### src/rtl/serial_transceiver.sv
// MSB-first serializer: a shadow word is captured, then shifted out with each bit held BIT_CYCLES clocks.
// Optional even-parity bit after the LSB when SERIAL_PARITY_EN is defined.
module serial_transceiver #(
    parameter int DATA_WIDTH = 8,
    parameter int BIT_CYCLES = 1
) (
    input  logic                  Clk,
    input  logic                  Reset,
    input  logic [DATA_WIDTH-1:0] DataIn,
    input  logic                  SampleData,
    input  logic                  TxData,
    output logic                  Dout,
    output logic                  DoutValid,
    output logic                  TxBusy,
    output logic                  TxDone
);

`ifdef SERIAL_PARITY_EN
    localparam int NUM_BITS = DATA_WIDTH + 1;
`else
    localparam int NUM_BITS = DATA_WIDTH;
`endif
    localparam int BW = $clog2(NUM_BITS + 1);
    localparam int CW = $clog2(BIT_CYCLES + 1);
    localparam logic [BW-1:0] LAST_BIT = BW'(NUM_BITS - 1);
    localparam logic [CW-1:0] CYC_LAST = CW'(BIT_CYCLES - 1);

    typedef enum logic [1:0] {
        IDLE   = 2'd0,
        LOADED = 2'd1,
        SHIFT  = 2'd2,
        DONE   = 2'd3
    } state_t;

    state_t                state_reg, state_next;
    logic [DATA_WIDTH-1:0] shadow_reg, shadow_next;
    logic [BW-1:0]         bit_cnt_reg, bit_cnt_next;
    logic [CW-1:0]         cyc_cnt_reg, cyc_cnt_next;
    logic [DATA_WIDTH-1:0] bit_hit;
    logic                  data_bit;
    logic                  tx_bit;

    always_ff @(posedge Clk) begin
        if (Reset) begin
            state_reg   <= IDLE;
            shadow_reg  <= '0;
            bit_cnt_reg <= '0;
            cyc_cnt_reg <= '0;
        end else begin
            state_reg   <= state_next;
            shadow_reg  <= shadow_next;
            bit_cnt_reg <= bit_cnt_next;
            cyc_cnt_reg <= cyc_cnt_next;
        end
    end

    always_comb begin
        state_next   = state_reg;
        shadow_next  = shadow_reg;
        bit_cnt_next = bit_cnt_reg;
        cyc_cnt_next = cyc_cnt_reg;
        case (state_reg)
            IDLE: begin
                if (SampleData) begin
                    shadow_next = DataIn;
                    state_next  = LOADED;
                end
            end
            LOADED: begin
                // A capture request outranks a simultaneous transmit request.
                if (SampleData) begin
                    shadow_next = DataIn;
                end else if (TxData) begin
                    state_next   = SHIFT;
                    bit_cnt_next = '0;
                    cyc_cnt_next = '0;
                end
            end
            SHIFT: begin
                if (cyc_cnt_reg == CYC_LAST) begin
                    cyc_cnt_next = '0;
                    if (bit_cnt_reg == LAST_BIT) begin
                        state_next = DONE;
                    end else begin
                        bit_cnt_next = bit_cnt_reg + BW'(1);
                    end
                end else begin
                    cyc_cnt_next = cyc_cnt_reg + CW'(1);
                end
            end
            DONE: begin
                state_next = IDLE;
            end
            default: begin
                state_next = IDLE;
            end
        endcase
    end

    // One-hot select of shadow[DATA_WIDTH-1-bit_cnt] without a variable index.
    genvar gi;
    generate
        for (gi = 0; gi < DATA_WIDTH; gi++) begin : g_bit_sel
            assign bit_hit[gi] = (bit_cnt_reg == BW'(gi)) & shadow_reg[DATA_WIDTH-1-gi];
        end
    endgenerate

    assign data_bit = |bit_hit;

`ifdef SERIAL_PARITY_EN
    assign tx_bit = (bit_cnt_reg == BW'(DATA_WIDTH)) ? ^shadow_reg : data_bit;
`else
    assign tx_bit = data_bit;
`endif

    always_comb begin
        Dout      = 1'b0;
        DoutValid = 1'b0;
        TxBusy    = 1'b0;
        TxDone    = 1'b0;
        case (state_reg)
            SHIFT: begin
                Dout      = tx_bit;
                DoutValid = 1'b1;
                TxBusy    = 1'b1;
            end
            DONE: begin
                TxBusy = 1'b1;
                TxDone = 1'b1;
            end
            default: begin
                Dout = 1'b0;
            end
        endcase
    end

endmodule

### config.mk
export PLATFORM = sky130hd
export DESIGN_NAME = serial_transceiver
export DESIGN_NICKNAME = d
export VERILOG_FILES = /design/src/rtl/serial_transceiver.sv
export SDC_FILE = /design/constraint.sdc
export NUM_CORES = 1
export LEC_CHECK = 0
export CAP_MARGIN = 10
export CORE_ASPECT_RATIO = 0.8
export CORE_MARGIN = 1.5
export CORE_UTILIZATION = 35
export DETAILED_ROUTE_END_ITERATION = 10
export GPL_TIMING_DRIVEN = 0
export HOLD_SLACK_MARGIN = 0.1
export PLACE_DENSITY_LB_ADDON = 0.25
export SKIP_LAST_GASP = 1
export SLEW_MARGIN = 20
export SYNTH_ARGS = -nofsm -noshare
export SYNTH_HDL_FRONTEND = slang
export SYNTH_SLANG_ARGS = --single-unit
### constraint.sdc
create_clock -name Clk -period 3.5 [get_ports Clk]
set_input_delay 0.35 -clock Clk [delete_from_list [all_inputs] [get_ports Clk]]
set_output_delay 0.35 -clock Clk [all_outputs]
set_load 0.005 [all_outputs]
==> results.sh, run 1 <==
export IMPL_yosysWarnings=0
export IMPL_netlist_area_leader_share_pct=33.5
export IMPL_min_path_type="reg -> reg"
export IMPL_route_detailed_drc=0
export IMPL_grt_pass1_wl_um=2550
export IMPL_cts_root_buf="clkbuf_4"
export IMPL_synth_cells=88
export IMPL_rsz0062_at_grt="no"
export IMPL_drive_above_1_share_pct=8.41
export IMPL_maxSlewHeadroom_pct=61.4
export IMPL_cts_hold_buf=0
export IMPL_postCtsSetupBuffers=0
export IMPL_synth_nets=109
export IMPL_ios=16
export IMPL_timing_max_cap_violations=0
export IMPL_reg2reg_slack_ns=1.82
export IMPL_dieArea_um2=2700
export IMPL_hold_viol=0
export IMPL_syn_cell_area_um2=837
export IMPL_insertion_delay_ns=0.28
export IMPL_avgSynthCellArea_um2=9.51
export IMPL_synthArstFlopShare_pct=0
export IMPL_synth_edf_count=0
export IMPL_largest_reg_flops=8
export IMPL_min_period_ns=2.64
export IMPL_synth_top_family_by_area="compound AO/OA/AOI/OAI gates"
export IMPL_fmax_mhz=379
export IMPL_cts_sinks=14
export IMPL_synth_main_ff_cell="dfxtp_1"
export IMPL_syn2layout_area_growth_pct=26.0
export IMPL_worst_clock_skew_ns=0.0101
export IMPL_cts_max_level=1
export IMPL_portBuffers=15
export IMPL_synth_distinct_cells=34
export IMPL_drtPass1Iterations=4
export IMPL_synthAdderAreaFrac_pct=13.5
export IMPL_tightest_slew_ns=0.578
export IMPL_critical_path_class="reg -> out"
export IMPL_yosys_register_bits=14
export IMPL_placement_rows=15
export IMPL_synth_most_common_cell="dfxtp_1"
export IMPL_start_util_pct=37.8
export IMPL_wl_um=1590
export IMPL_cts_resized=0
export IMPL_design_area_um2=1050
export IMPL_tns_ns=0
export IMPL_synthTopCellsByArea="dfxtp_1 33%, ha_1 13%, mux2i_1 11%"
export IMPL_grtUsageTotal_pct=12.9
export IMPL_drv_slew=0
export IMPL_path_max_fanout=6
export IMPL_drt_iter0_markers=19
export IMPL_worstSetupEndpointType="output pin"
export IMPL_cts_tree="done"
export IMPL_power_density_nw_per_um2=583
export IMPL_gp_congestion=0.713
export IMPL_ant_nets=0
export IMPL_hold_ws_ns=0.507
export IMPL_die_x_um=57.7
export IMPL_nNetsFinal=129
export IMPL_die_h_um=46.7
export IMPL_hpwl_um=1250
export IMPL_overflow=0
export IMPL_n_antenna_cell=0
export IMPL_post_synth_xor_area_fraction_pct=0
export IMPL_peakVddDrop_uv=248
export IMPL_pre_cts_ws_ns=1.17
export IMPL_cp_start_kind="register"
export IMPL_synthSimpleGateAreaFrac_pct=16.6
export IMPL_layout_setup_ws_ns=0.860
export IMPL_antenna_found_initial=0
export IMPL_outcome="completed"
export IMPL_vias_per_cell=5.39
export IMPL_post_drt_wl_per_cell_um=12.0
export IMPL_synth_common_cells="14 x dfxtp_1, 10 x inv_1, 9 x ha_1, 9 x mux2i_1, 8 x nor2_1"
export IMPL_cp_data_required_time_ns=3.15
export IMPL_cts_buffers_inserted=3
export IMPL_worstPathArrival_ns=2.29
export IMPL_core_area_um2=2210
export IMPL_ys_seq_area_share_pct=33.5
export IMPL_fin_cells=132
export IMPL_synth_compound_area_share_pct=19.4
export IMPL_vias=711
export IMPL_clockBufferDepth=2
export IMPL_setup_viol=0
export IMPL_yosysTopAreaCell="dfxtp_1"
export IMPL_grt_pass1_vias=571
export IMPL_dpl_cell_count=128
export IMPL_synth_mux_area_share_pct=10.8
export IMPL_clk_pin_slew_ns=0.08
export IMPL_grt_max_degree=11
export IMPL_p_leak_nw=0.462
export IMPL_period_share_pct=75.4
export IMPL_placed_area_um2=1020
[final cells by class]
class | instances | area (um2)
Timing Repair Buffer | 15 | 150
Buffer | 3 | 15.0
Clock buffer | 4 | 36.3
Inverter | 10 | 37.5
Tap cell | 25 | 31.3
Sequential cell | 14 | 280
Fill cell | 228 | 1160
Multi-Input combinational cell | 61 | 504
[metal layers]
layer	part of all wire [%]	up-vias	track usage, %
met4	0	0	2.79
met5	0	-	0
met3	6.6	0	5.79
li1	-	365	-
met1	51	322	17.8
met2	43	24	18.6
[through the flow]
stage	utilization [%]	power [mW]
2_1_floorplan	-	0.418
3_3_place_gp	46.0	0.499
3_5_place_dp	46.0	0.503
4_1_cts	47.6	0.620
5_1_grt	47.6	0.666
6_report	47.6	0.615
[critical path, cell delays in order, from the launching register on]
cell,delay (ns)
dfxtp_1,0.43
ha_1,0.33
a22oi_1,0.12
and3_1,0.19
a2111oi_1,0.38
clkdlybuf4s50_1,0.57
[placed cells by master, fill, tap and decap left out, types with 2 or more instances in the layout]
cell type        instances
a22oi_1                  2
dfxtp_1                 14
mux2i_1                  9
clkbuf_4                 3
nor2_1                   8
inv_1                   10
and2b_1                  2
clkbuf_1                 2
ha_1                     9
nand2_1                  3
a211oi_1                 2
a2111oi_0                2
clkdlybuf4s50_1         15
nand3_1                  2
nand4_1                  2
[report_power, final]
part / switching [mW] / internal [mW] / leakage, nW
Clock: 0.0528 / 0.0633 / 0.0210
Combinational: 0.139 / 0.141 / 0.326
Sequential: 0.0261 / 0.193 / 0.115
[cell families (layout without fill, tap and decap cells)]
kind of cell,count (synthesis),in the layout
and+or+nand+nor,23,23
AOI/OAI and AO/OA,20,20
DFF,14,14
buffers and inverters,13,32
adders and majority gates,9,9
muxes,9,9
[final timing paths]
path                                                   from                    endpoint  cells past startpoint
worst min-delay path             shadow_reg[6]$_SDFFE_PP0P_  shadow_reg[6]$_SDFFE_PP0P_                      2
worst max-delay path            bit_cnt_reg[0]$_SDFFE_PP0P_                        Dout                      5
worst max register to register    state_reg[1]$_SDFFE_PP0P_  shadow_reg[0]$_SDFFE_PP0P_                      6
worst min register to register   shadow_reg[6]$_SDFFE_PP0P_  shadow_reg[6]$_SDFFE_PP0P_                      2
No activity file was read; power rests on OpenSTA's default activity.
==> run 2: changes to the inputs <==
clock period = 2.3 ns   (was 3.5 ns; I/O delays follow)
==> run 2 against run 1 <==
- design area up 0.83%
- combinational power up 51%
- critical path depth up 1
- largest power group unchanged
- sequential share of layout area down 0.10 points
==> results.sh, run 2 (same netlist as run 1, synthesis figures left out) <==
export IMPL_setup_viol=0
export IMPL_timing_rr_start="state_reg[1]$_SDFFE_PP0P_"
export IMPL_worst_clock_skew_ns=0.0110
export IMPL_core_area_um2=2210
export IMPL_pre_cts_ws_ns=0.0920
export IMPL_cts_sinks=14
export IMPL_cts_buffers_inserted=3
export IMPL_n_antenna_cell=0
export IMPL_cts_root_buf="clkbuf_4"
export IMPL_drt_iter0_markers=18
export IMPL_placement_rows=15
export IMPL_layout_setup_ws_ns=0.214
export IMPL_critical_path_class="reg -> out"
export IMPL_ant_nets=0
export IMPL_wl_um=1610
export IMPL_crit_family="compound AO/OA/AOI/OAI gates"
export IMPL_grtUsageTotal_pct=13.2
export IMPL_critPathBufInv=2
export IMPL_reg2reg_depth=6
export IMPL_clockBufferDepth=2
export IMPL_ios=16
export IMPL_vias_per_cell=5.43
export IMPL_min_path_type="reg -> reg"
export IMPL_cp_data_required_time_ns=2.07
export IMPL_antenna_found_initial=0
export IMPL_seqPwrFrac_pct=36.2
export IMPL_p_comb_share_pct=45.1
export IMPL_grt_pass1_wl_um=2630
export IMPL_hold_viol=0
export IMPL_worst_r2r_endpoint="shadow_reg[0]$_SDFFE_PP0P_"
export IMPL_p_clk_share_pct=18.8
export IMPL_dieArea_um2=2700
export IMPL_fmax_mhz=479
export IMPL_die_h_um=46.7
export IMPL_largest_reg_flops=8
export IMPL_startpoint="bit_cnt_reg[1]$_SDFFE_PP0P_"
export IMPL_worstSetupEndpointType="output pin"
export IMPL_max_stage_delay_ns=0.43
export IMPL_min_period_ns=2.09
export IMPL_path_cells="inv_1 -> ha_1 -> a22o_1 -> a221oi_1 -> a2111oi_1 -> dlygate4sd2_1"
export IMPL_tightest_slew_ns=0.575
export IMPL_fillers=225
export IMPL_maxSlewHeadroom_pct=61.7
export IMPL_nNetsFinal=128
export IMPL_timing_max_cap_violations=0
export IMPL_gp_congestion=0.713
export IMPL_syn2layout_area_growth_pct=27.1
export IMPL_final_cell_mix="14 x clkdlybuf4s50_1, 13 x dfxtp_1, 10 x inv_1"
export IMPL_p_sw_mw=0.334
export IMPL_p_leak_nw=0.463
export IMPL_slowest_stage="dfxtp_1"
export IMPL_peakVddDrop_uv=377
export IMPL_drtPass1Iterations=4
export IMPL_clk_pin_slew_ns=0.08
export IMPL_hpwl_um=1250
export IMPL_hold_ws_ns=0.508
export IMPL_vias=711
export IMPL_period_share_pct=90.7
export IMPL_grt_max_degree=11
export IMPL_swShare_pct=35.7
export IMPL_cts_tree="done"
export IMPL_final_common_cell="clkdlybuf4s50_1"
export IMPL_drive_above_1_share_pct=10.4
export IMPL_route_detailed_drc=0
export IMPL_path_max_fanout=4
export IMPL_cts_hold_buf=0
export IMPL_tns_ns=0
export IMPL_grt_pass1_vias=576
export IMPL_die_x_um=57.7
export IMPL_hold_end="state_reg[1]$_SDFFE_PP0P_"
export IMPL_start_util_pct=37.8
export IMPL_portBuffers=15
export IMPL_post_drt_wl_per_cell_um=12.3
export IMPL_p_int_mw=0.604
export IMPL_holdCritStartpoint="state_reg[1]$_SDFFE_PP0P_"
export IMPL_rsz0062_at_grt="no"
export IMPL_hold_depth=2
export IMPL_power_density_nw_per_um2=882
export IMPL_cts_max_level=1
export IMPL_outcome="completed"
export IMPL_insertion_delay_ns=0.28
export IMPL_overflow=0
export IMPL_cp_start_kind="register"
export IMPL_worstPathArrival_ns=1.86
export IMPL_drv_slew=0
export IMPL_reg2reg_slack_ns=0.62
==> run 2: cell count changes in the layout (fill, tap and decap cells not counted), sizes merged <==
cell	delta
clkbuf	-1
dlygate4sd2	+1
clkdlybuf4s50	-1
==> run 2: stage by stage <==
stage	std cells	util, %	area [um2]	total power [mW]
after floorplan	88	-	837	0.636
after global placement	128	46.0	1020	0.759
after detailed placement	128	46.0	1020	0.765
after CTS	131	48.0	1060	0.943
after global routing	131	48.0	1060	1.02
final	131	48.0	1060	0.938
==> run 2: final cells by class <==
class | count | area, um2 | share of cell area, %
buffer | 2 | 11.3 | 1.06
clock buffer | 4 | 36.3 | 3.41
inverter | 10 | 37.5 | 3.53
multi-input combinational | 61 | 517 | 48.6
sequential | 14 | 282 | 26.5
tap | 25 | 31.3 | 2.94
timing repair buffer | 15 | 149 | 14.0
==> run 2: repair_timing <==
action                                  4_1_cts  5_1_grt
buffers inserted                              0        0
endpoints found under the hold margin         0        0
resized for setup                             4        0
endpoints found under the setup margin        1        0
==> run 2: worst register-to-register path, cell delays in order (launching register included) <==
cell and delay [ns]:
dfxtp_1 0.38, inv_1 0.09, ha_1 0.18, buf_4 0.16, o21ai_2 0.46, mux2i_1 0.25, nor2_1 0.05
==> run 2: per-layer routing <==
layer  routed length (um)  track usage, %
met5                    0               0
met2                  693            20.0
met3                  107            5.79
met4                    0            2.79
met1                  806            17.8
==> run 2: how the worst max path moves through the flow <==
stage	slack, ns	end	cells after the start
floorplan	0.77	Dout	4
global placement	0.10	Dout	5
detailed placement	0.09	Dout	5
CTS	0.21	TxBusy	4
global route	0.01	Dout	6
finish	0.21	Dout	6
==> run 2: power groups by stage <==
stage,Combinational (mW),Clock (mW),Sequential [mW]
floorplan,0.308,0,0.328
global placement,0.421,0,0.338
detailed placement,0.425,0,0.340
CTS,0.422,0.183,0.339
global route,0.468,0.198,0.350
finish,0.423,0.176,0.339
